===== src/rtl/map_mem_arbiter.sv =====
`timescale 1ns/1ps
// map_mem_arbiter
//
// Purpose: shares one single-port, synchronous-read map RAM between the
// video pixel-fetch path (read only, highest priority) and the CPU-side game
// interface (read/write, level request with ack). At most one RAM access is
// issued per cycle and the result is returned two cycles after the request
// was sampled.
//
// Optional feature macro: ARB_STARVE_GUARD_EN
//   defined   - starvation counter bounds the CPU wait; after STARVE_MAX
//               consecutive video grants against an eligible CPU, the CPU
//               wins and the dropped video request is flagged on vid_miss.
//   undefined - strict video priority, vid_miss tied low, no counter.
//
// Ports:
//   clk, reset                 system clock, synchronous active-high reset
//   vid_req, vid_addr          video read request (single-cycle pulse)
//   vid_valid, vid_rdata       video read result (pulse + data)
//   vid_miss                   video request dropped by the guard
//   cpu_req, cpu_we,
//   cpu_addr, cpu_wdata        CPU request (level, held until cpu_ack)
//   cpu_ack, cpu_rdata         CPU completion pulse, last read data (held)
//   ram_en, ram_we, ram_addr,
//   ram_wdata                  registered RAM command
//   ram_rdata                  RAM read data, valid the cycle after ram_en

module map_mem_arbiter #(
    parameter int ADDR_W     = 14,
    parameter int DATA_W     = 8,
    parameter int STARVE_MAX = 15
) (
    input  logic              clk,
    input  logic              reset,
    input  logic              vid_req,
    input  logic [ADDR_W-1:0] vid_addr,
    output logic              vid_valid,
    output logic [DATA_W-1:0] vid_rdata,
    output logic              vid_miss,
    input  logic              cpu_req,
    input  logic              cpu_we,
    input  logic [ADDR_W-1:0] cpu_addr,
    input  logic [DATA_W-1:0] cpu_wdata,
    output logic              cpu_ack,
    output logic [DATA_W-1:0] cpu_rdata,
    output logic              ram_en,
    output logic              ram_we,
    output logic [ADDR_W-1:0] ram_addr,
    output logic [DATA_W-1:0] ram_wdata,
    input  logic [DATA_W-1:0] ram_rdata
);

    // Owner tag carried down the result pipeline. Bit 1 set means CPU.
    localparam logic [1:0] TAG_NONE   = 2'd0;
    localparam logic [1:0] TAG_VID    = 2'd1;
    localparam logic [1:0] TAG_CPU_RD = 2'd2;
    localparam logic [1:0] TAG_CPU_WR = 2'd3;

    if (STARVE_MAX < 1 || STARVE_MAX > 255) begin : g_bad_starve_max
        $error("map_mem_arbiter: STARVE_MAX must be in 1..255");
    end

    logic [1:0]        tag_p1_q, tag_p1_d;
    logic [1:0]        tag_p2_q, tag_p2_d;
    logic              ram_en_q, ram_en_d;
    logic              ram_we_q, ram_we_d;
    logic [ADDR_W-1:0] ram_addr_q, ram_addr_d;
    logic [DATA_W-1:0] ram_wdata_q, ram_wdata_d;
    logic [DATA_W-1:0] vid_hold_q, vid_hold_d;
    logic [DATA_W-1:0] cpu_hold_q, cpu_hold_d;

    logic cpu_elig;
    logic guard_trip;
    logic grant_cpu;
    logic grant_vid;

    // A CPU access is outstanding from its grant through its ack, i.e. while
    // its tag sits in either pipeline stage.
    assign cpu_elig  = cpu_req && !tag_p1_q[1] && !tag_p2_q[1];
    assign grant_cpu = cpu_elig && (!vid_req || guard_trip);
    assign grant_vid = vid_req && !grant_cpu;

`ifdef ARB_STARVE_GUARD_EN
    localparam logic [7:0] STARVE_LIM = 8'(STARVE_MAX);

    logic [7:0] starve_cnt_q, starve_cnt_d;
    logic       vid_miss_q, vid_miss_d;

    assign guard_trip = cpu_elig && (starve_cnt_q == STARVE_LIM);

    always_comb begin
        starve_cnt_d = starve_cnt_q;
        if (!cpu_req || grant_cpu) begin
            starve_cnt_d = 8'd0;
        end else if (grant_vid && cpu_elig && (starve_cnt_q < STARVE_LIM)) begin
            starve_cnt_d = starve_cnt_q + 8'd1;
        end
        // Only a guard override can grant the CPU while video is requesting.
        vid_miss_d = vid_req && grant_cpu;
    end

    always_ff @(posedge clk) begin
        if (reset) begin
            starve_cnt_q <= 8'd0;
            vid_miss_q   <= 1'b0;
        end else begin
            starve_cnt_q <= starve_cnt_d;
            vid_miss_q   <= vid_miss_d;
        end
    end

    assign vid_miss = vid_miss_q;
`else
    assign guard_trip = 1'b0;
    assign vid_miss   = 1'b0;
`endif

    always_comb begin
        // Stage 0 -> 1: arbitration result becomes the registered RAM command.
        tag_p1_d    = TAG_NONE;
        ram_en_d    = 1'b0;
        ram_we_d    = 1'b0;
        ram_addr_d  = ram_addr_q;
        ram_wdata_d = ram_wdata_q;
        if (grant_cpu) begin
            tag_p1_d   = cpu_we ? TAG_CPU_WR : TAG_CPU_RD;
            ram_en_d   = 1'b1;
            ram_we_d   = cpu_we;
            ram_addr_d = cpu_addr;
            if (cpu_we) begin
                ram_wdata_d = cpu_wdata;
            end
        end else if (grant_vid) begin
            tag_p1_d   = TAG_VID;
            ram_en_d   = 1'b1;
            ram_addr_d = vid_addr;
        end

        // Stage 1 -> 2: the RAM access cycle hands its tag to the return stage.
        tag_p2_d = tag_p1_q;

        // Stage 2 hold: remember the last returned data once its pulse is over.
        vid_hold_d = (tag_p2_q == TAG_VID)    ? ram_rdata : vid_hold_q;
        cpu_hold_d = (tag_p2_q == TAG_CPU_RD) ? ram_rdata : cpu_hold_q;
    end

    always_ff @(posedge clk) begin
        if (reset) begin
            tag_p1_q    <= TAG_NONE;
            tag_p2_q    <= TAG_NONE;
            ram_en_q    <= 1'b0;
            ram_we_q    <= 1'b0;
            ram_addr_q  <= '0;
            ram_wdata_q <= '0;
            vid_hold_q  <= '0;
            cpu_hold_q  <= '0;
        end else begin
            tag_p1_q    <= tag_p1_d;
            tag_p2_q    <= tag_p2_d;
            ram_en_q    <= ram_en_d;
            ram_we_q    <= ram_we_d;
            ram_addr_q  <= ram_addr_d;
            ram_wdata_q <= ram_wdata_d;
            vid_hold_q  <= vid_hold_d;
            cpu_hold_q  <= cpu_hold_d;
        end
    end

    assign ram_en    = ram_en_q;
    assign ram_we    = ram_we_q;
    assign ram_addr  = ram_addr_q;
    assign ram_wdata = ram_wdata_q;

    // The block RAM's own output register is the data register of the return
    // stage: during the result cycle its output is forwarded directly, so the
    // two-cycle latency holds; afterwards the captured copy is presented.
    assign vid_valid = (tag_p2_q == TAG_VID);
    assign cpu_ack   = tag_p2_q[1];
    assign vid_rdata = vid_valid ? ram_rdata : vid_hold_q;
    assign cpu_rdata = (tag_p2_q == TAG_CPU_RD) ? ram_rdata : cpu_hold_q;

endmodule


===== config.mk =====
export PLATFORM = sky130hd
export DESIGN_NAME = map_mem_arbiter
export DESIGN_NICKNAME = d
export VERILOG_FILES = /design/src/rtl/map_mem_arbiter.sv
export SDC_FILE = /design/constraint.sdc
export NUM_CORES = 1
export LEC_CHECK = 0
export BUFFER_PORTS_ARGS = -buffer_cell sky130_fd_sc_hd__buf_2
export CAP_MARGIN = 20
export CORE_MARGIN = 3
export CORE_UTILIZATION = 45
export CTS_CLUSTER_SIZE = 10
export DETAILED_ROUTE_END_ITERATION = 10
export PLACE_DENSITY = 0.75
export SLEW_MARGIN = 20
export SYNTH_ARGS = -nofsm -noshare
export SYNTH_HDL_FRONTEND = slang
export SYNTH_SLANG_ARGS = --single-unit

===== constraint.sdc =====
create_clock -name clk -period 2.2 [get_ports clk]
set_clock_uncertainty 0.2 [all_clocks]
set_input_delay 0.22 -clock clk [delete_from_list [all_inputs] [get_ports clk]]
set_output_delay 0.22 -clock clk [all_outputs]
set_load 0.05 [all_outputs]

=== Yosys cells after proc, flatten, opt, wreduce, memory -nomap -nowiden ===
Index checks and enable logic that the tools add are counted.

* Logic and storage cells: 31
* Bits of input ports: 49
* Flip-flop bits (word level): 44

* Bitwise gates (word level): 1
* Equality and inequality tests: 2
* Reductions and logical operators: 11
* Multiplexer cells: 9

{| class="wikitable"
|+ Operators with widths
! cell !! number
|-
| 2-to-1 mux 14 bit || 2
|-
| 2-to-1 mux 8 bit || 2
|-
| logical AND 1 bit || 4
|-
| logical NOT 1 bit || 4
|-
| 2-to-1 mux 1 bit || 4
|-
| == test 2 x 1 -> 1 bit, second input constant || 1
|-
| == test 2 bit, second input constant || 1
|-
| 2-to-1 mux 2 bit || 1
|-
| AND reduction 2 bit || 1
|-
| nonzero test 2 bit || 1
|-
| OR reduction 2 bit || 1
|-
| NOT 1 bit || 1
|}

=== Depth between registers and ports, before layout ===
* Depth after elaboration: 8
* Mapped depth: 5
* Gate-level depth less buffers: 3

=== Worst setup path after synthesis ===
OpenSTA, ideal clock, no wires.

* Path kind: register to register
* Start: register tag_p2_q[1]
* End: register vid_hold_q[0]
* Cell stages (with the launch flop): 5
* Arrival: 1793 ps
* Slack: 79 ps
* Cell sequence: dfxtp_1 -> nand2b_1 -> buf_2 -> mux2_1 -> nor2b_1

* Longest elaborated chain between the ends: 2

{| class="wikitable"
|+ Ends and longest elaborated chain
! element !! RTL line !! text
|-
| start, declared || 64 || <nowiki>logic [1:0] tag_p2_q, tag_p2_d;</nowiki>
|-
| start signal, assigned || 159 || <nowiki>tag_p2_q <= tag_p2_d;</nowiki>
|-
| == test 2 x 1 -> 1 bit || - ||
|-
| 2-to-1 mux 8 bit || - ||
|-
| via vid_rdata[0] || 38 || <nowiki>output logic [DATA_W-1:0] vid_rdata,</nowiki>
|-
| end signal, assigned || 164 || <nowiki>vid_hold_q <= vid_hold_d;</nowiki>
|-
| end, declared || 69 || <nowiki>logic [DATA_W-1:0] vid_hold_q, vid_hold_d;</nowiki>
|}

The timed path passes the listed nets, and every way through them passes these cells.
A chain may end at the register's enable or synchronous reset.

=== Final worst setup path ===
* Start: register tag_p2_q[1]
* End: output port cpu_rdata[3]

* Longest elaborated chain between the ends: 2

{| class="wikitable"
|+ Ends and longest elaborated chain
! element !! RTL line !! text
|-
| == test 2 bit || 180 || <nowiki>assign cpu_rdata = (tag_p2_q == TAG_CPU_RD) ? ram_rdata : cpu_hold_q;</nowiki>
|-
| 2-to-1 mux 8 bit || 180 ||
|-
| end, declared || 45 || <nowiki>output logic [DATA_W-1:0] cpu_rdata,</nowiki>
|}

No other way between the ends.

==> summary.txt <==
Global route
  – Total congestion overflow: 0
  – Gr usage total: about 18%
  – First-pass GRT wire length: about 7400 µm
  – Vias in the first global route: about 1,700
  – Largest net degree at the start of global routing: 53
  – Initial antenna violation count: 0

Clock network
  – TritonCTS buffer count: 5
  – CTS sink count: 44
  – H-tree depth: 2
  – Reg clk slew, reported paths: 0.08 ns
  – Post-CTS Setup Inserts: 0
  – Maximum root-to-sink buffer count: 2
  – CTS root buf: clkbuf_8
  – Clk Latency, worst-skew pair: 0.29 ns
  – CTS tree: done

Timing
  – PnR worst setup slack: roughly 0.17 ns
  – Slew at the pin closest to its max-slew limit: roughly 0.79 ns
  – Final critical-path share of the clock period: 92.4%
  – Fmax: approximately 490 MHz
  – Setup-violating endpoint count in the final report: 0
  – Total Neg Setup Slack: 0 ns
  – Hold Vio Cnt, Final: 0
  – Slew Limit Fails: 0
  – Final hold slack: 0.0871 ns
  – Tmin final: roughly 2 ns
  – Slew headroom: a little under half
  – RSZ-0062 raised after global routing: false

Place
  – Hpwl dp: between 2000 and 3000 µm
  – IO buf count: 90
  – Placement Setup Slack: 0.351 ns
  – RD Place Congestion: 0.709
  – Placed inst area: ~2300 µm²

Worst setup path
  – CP Data Required Time: roughly 1.8 ns
  – Worst-path cell chain: nor2b_1, buf_4, mux2_2, buf_2
  – Critical Path Sink Type: output port
  – Crit Path Max Fanout: 8
  – Crit-path slowest cell: dfxtp_1
  – Crit Path Class: flip-flop to output port
  – Worst setup SP type: flip-flop
  – Largest stage delay, worst path: about 0.42 ns
  – CP delay by family, top: flip-flops
  – Arrival @ worst endpoint: 1.61 ns
  – CP bufs+invs: 2

Finish
  – Layout cell share with drive strength beyond 1: 40.5%
  – Layout Nets: around 340
  – Area Overhead vs Synth: 43.8%
  – Final instance area: between 2000 and 3000 µm²
  – # diodes: 0
  – FILL cells: 302

Yosys
  – Netlist cell types: 22
  – Part of the Yosys area used for sequential elements: a little under half
  – Syn_nets: ~240
  – Most frequent cell after synthesis: dfxtp_1
  – Synth warn: 0
  – Share of the synthesized area in the top cell type: approximately 48%
  – Synthesized area: about 1800 µm²
  – Largest cells by area after synthesis: dfxtp_1, mux2_2, nor3_1, nor2b_1, nand2b_1
  – Post-Syn Area per Cell: just under 10 µm²
  – Synthesis-stage register bit count: 44
  – Ys async rst share: 0%
  – Syn Inst Count: 188
  – Leading area contributor after synthesis: dfxtp_1
  – Synth top cells by count: dfxtp_1, nor3_1, nor2b_1, nand2b_1
  – Ys flop type: dfxtp_1
  – EDFF count, synth: 0

Floorplan
  – Core area: ~3800 µm²
  – Placement row count: 22
  – Initial Utilization: approximately half
  – Chip Height: 70.1 µm
  – DIE AREA: 4910 µm²
  – Die W: 70.1 µm
  – I/O pin total: 92

Detailed routing
  – Vias: between 1,500 and 2,000
  – Post-DRT Antenna Nets: 0
  – Routed WL: 4310 µm
  – DR DRC count: 0
  – WL/cell: ~13 µm
  – Via density: ~5
  – Drt first-iter violations: 73
  – TritonRoute pass-1 iters: 4

Pwr
  – Lkg Pwr: approximately 1.3 nW
  – Power density cells: approximately 720 nW/µm²
  – Peak supply drop: between 0.4 and 0.5 mV
  – Power Total: ~1.9 mW

Worst hold path
  – Worst min-delay path class: input pin to flip-flop

Run status
  – Outcome: completed

Job
  – Maxcap violations: 0
## worst register-to-register path, cell delays in order (launching register included)
cell     delay [ns]
dfxtp_1        0.36
or3b_1         0.43
nor3b_2        0.18
buf_4          0.22
mux2i_1        0.20
## what timing repair did
action                     in CTS  in global routing
setup endpoints to repair       0                  8
hold endpoints to repair       23                  0
gates resized for setup         0                  1
hold buffers                   23                  0
## power by group
part           internal, mW  total, mW  leakage, nW  switching, mW
combinational         0.145      0.412        0.859          0.266
clock                 0.371      0.638       0.0614          0.267
sequential            0.836      0.853        0.361         0.0166
total                  1.35       1.90         1.28          0.550
## state kept, by name (all words and copies together), names as in the netlist
register    count
cpu_hold_q      8
ram_addr       14
tag_p2_q        2
tag_p1_q        2
ram_we          1
ram_wdata       8
ram_en          1
vid_hold_q      8
## cell families after synthesis
family	after synthesis	share of synthesized area, %
simple gates	72	23.2
flops	44	47.7
buf+inv	32	7.72
mux	24	14.1
compound gates	15	7.05
other cells	1	0.203
## worst paths after layout
kind | cells past startpoint | start | slack (ns) | end
max | 4 | tag_p2_q[1] | 0.17 | cpu_rdata[3]
min | 3 | cpu_addr[6] | 0.09 | ram_addr[6]
max reg2reg | 4 | tag_p2_q[1] | 0.53 | ram_wdata[5]
min reg2reg | 1 | tag_p1_q[0] | 0.25 | tag_p2_q[0]
## final cells by class
class | instances | area [µm²] | area share (%)
Tap cell | 48 | 60.1 | 2.26
Clock inverter | 2 | 38.8 | 1.46
Multi-Input combinational cell | 112 | 826 | 31.1
Clock buffer | 6 | 82.6 | 3.11
Sequential cell | 44 | 881 | 33.2
Inverter | 15 | 56.3 | 2.12
Timing Repair Buffer | 117 | 711 | 26.8
## per-layer routing
layer / share of wire, % / GRT usage, %
met3: 7.4 / 5.76
met1: 40 / 20.8
met2: 51 / 32.2
met4: 1.8 / 5.74
met5: 0 / 0
## cell usage in the layout, fill, tap and decap left out, drive strengths merged
master       Yosys  routed
a2111oi         14      14
a21oi            1       1
and2b            1       1
buf             10      94
bufinv           0       1
clkbuf           7       6
clkinv           0       1
conb             1       1
dfxtp           44      44
dlygate4sd3      0      23
inv             15      15
mux2            16      16
mux2i            8       8
nand2b          17      17
nor2             3       3
nor2b           19      19
nor3            29      29
nor3b            2       2
or3b             1       1
## through the flow
stage / std cells / utilization [%]
2_1_floorplan: 188 / -
3_3_place_gp: 313 / 60.6
3_5_place_dp: 313 / 60.6
4_1_cts: 344 / 69.8
5_1_grt: 344 / 69.9
6_report: 344 / 69.9
(Power assumes the default switching activity.)
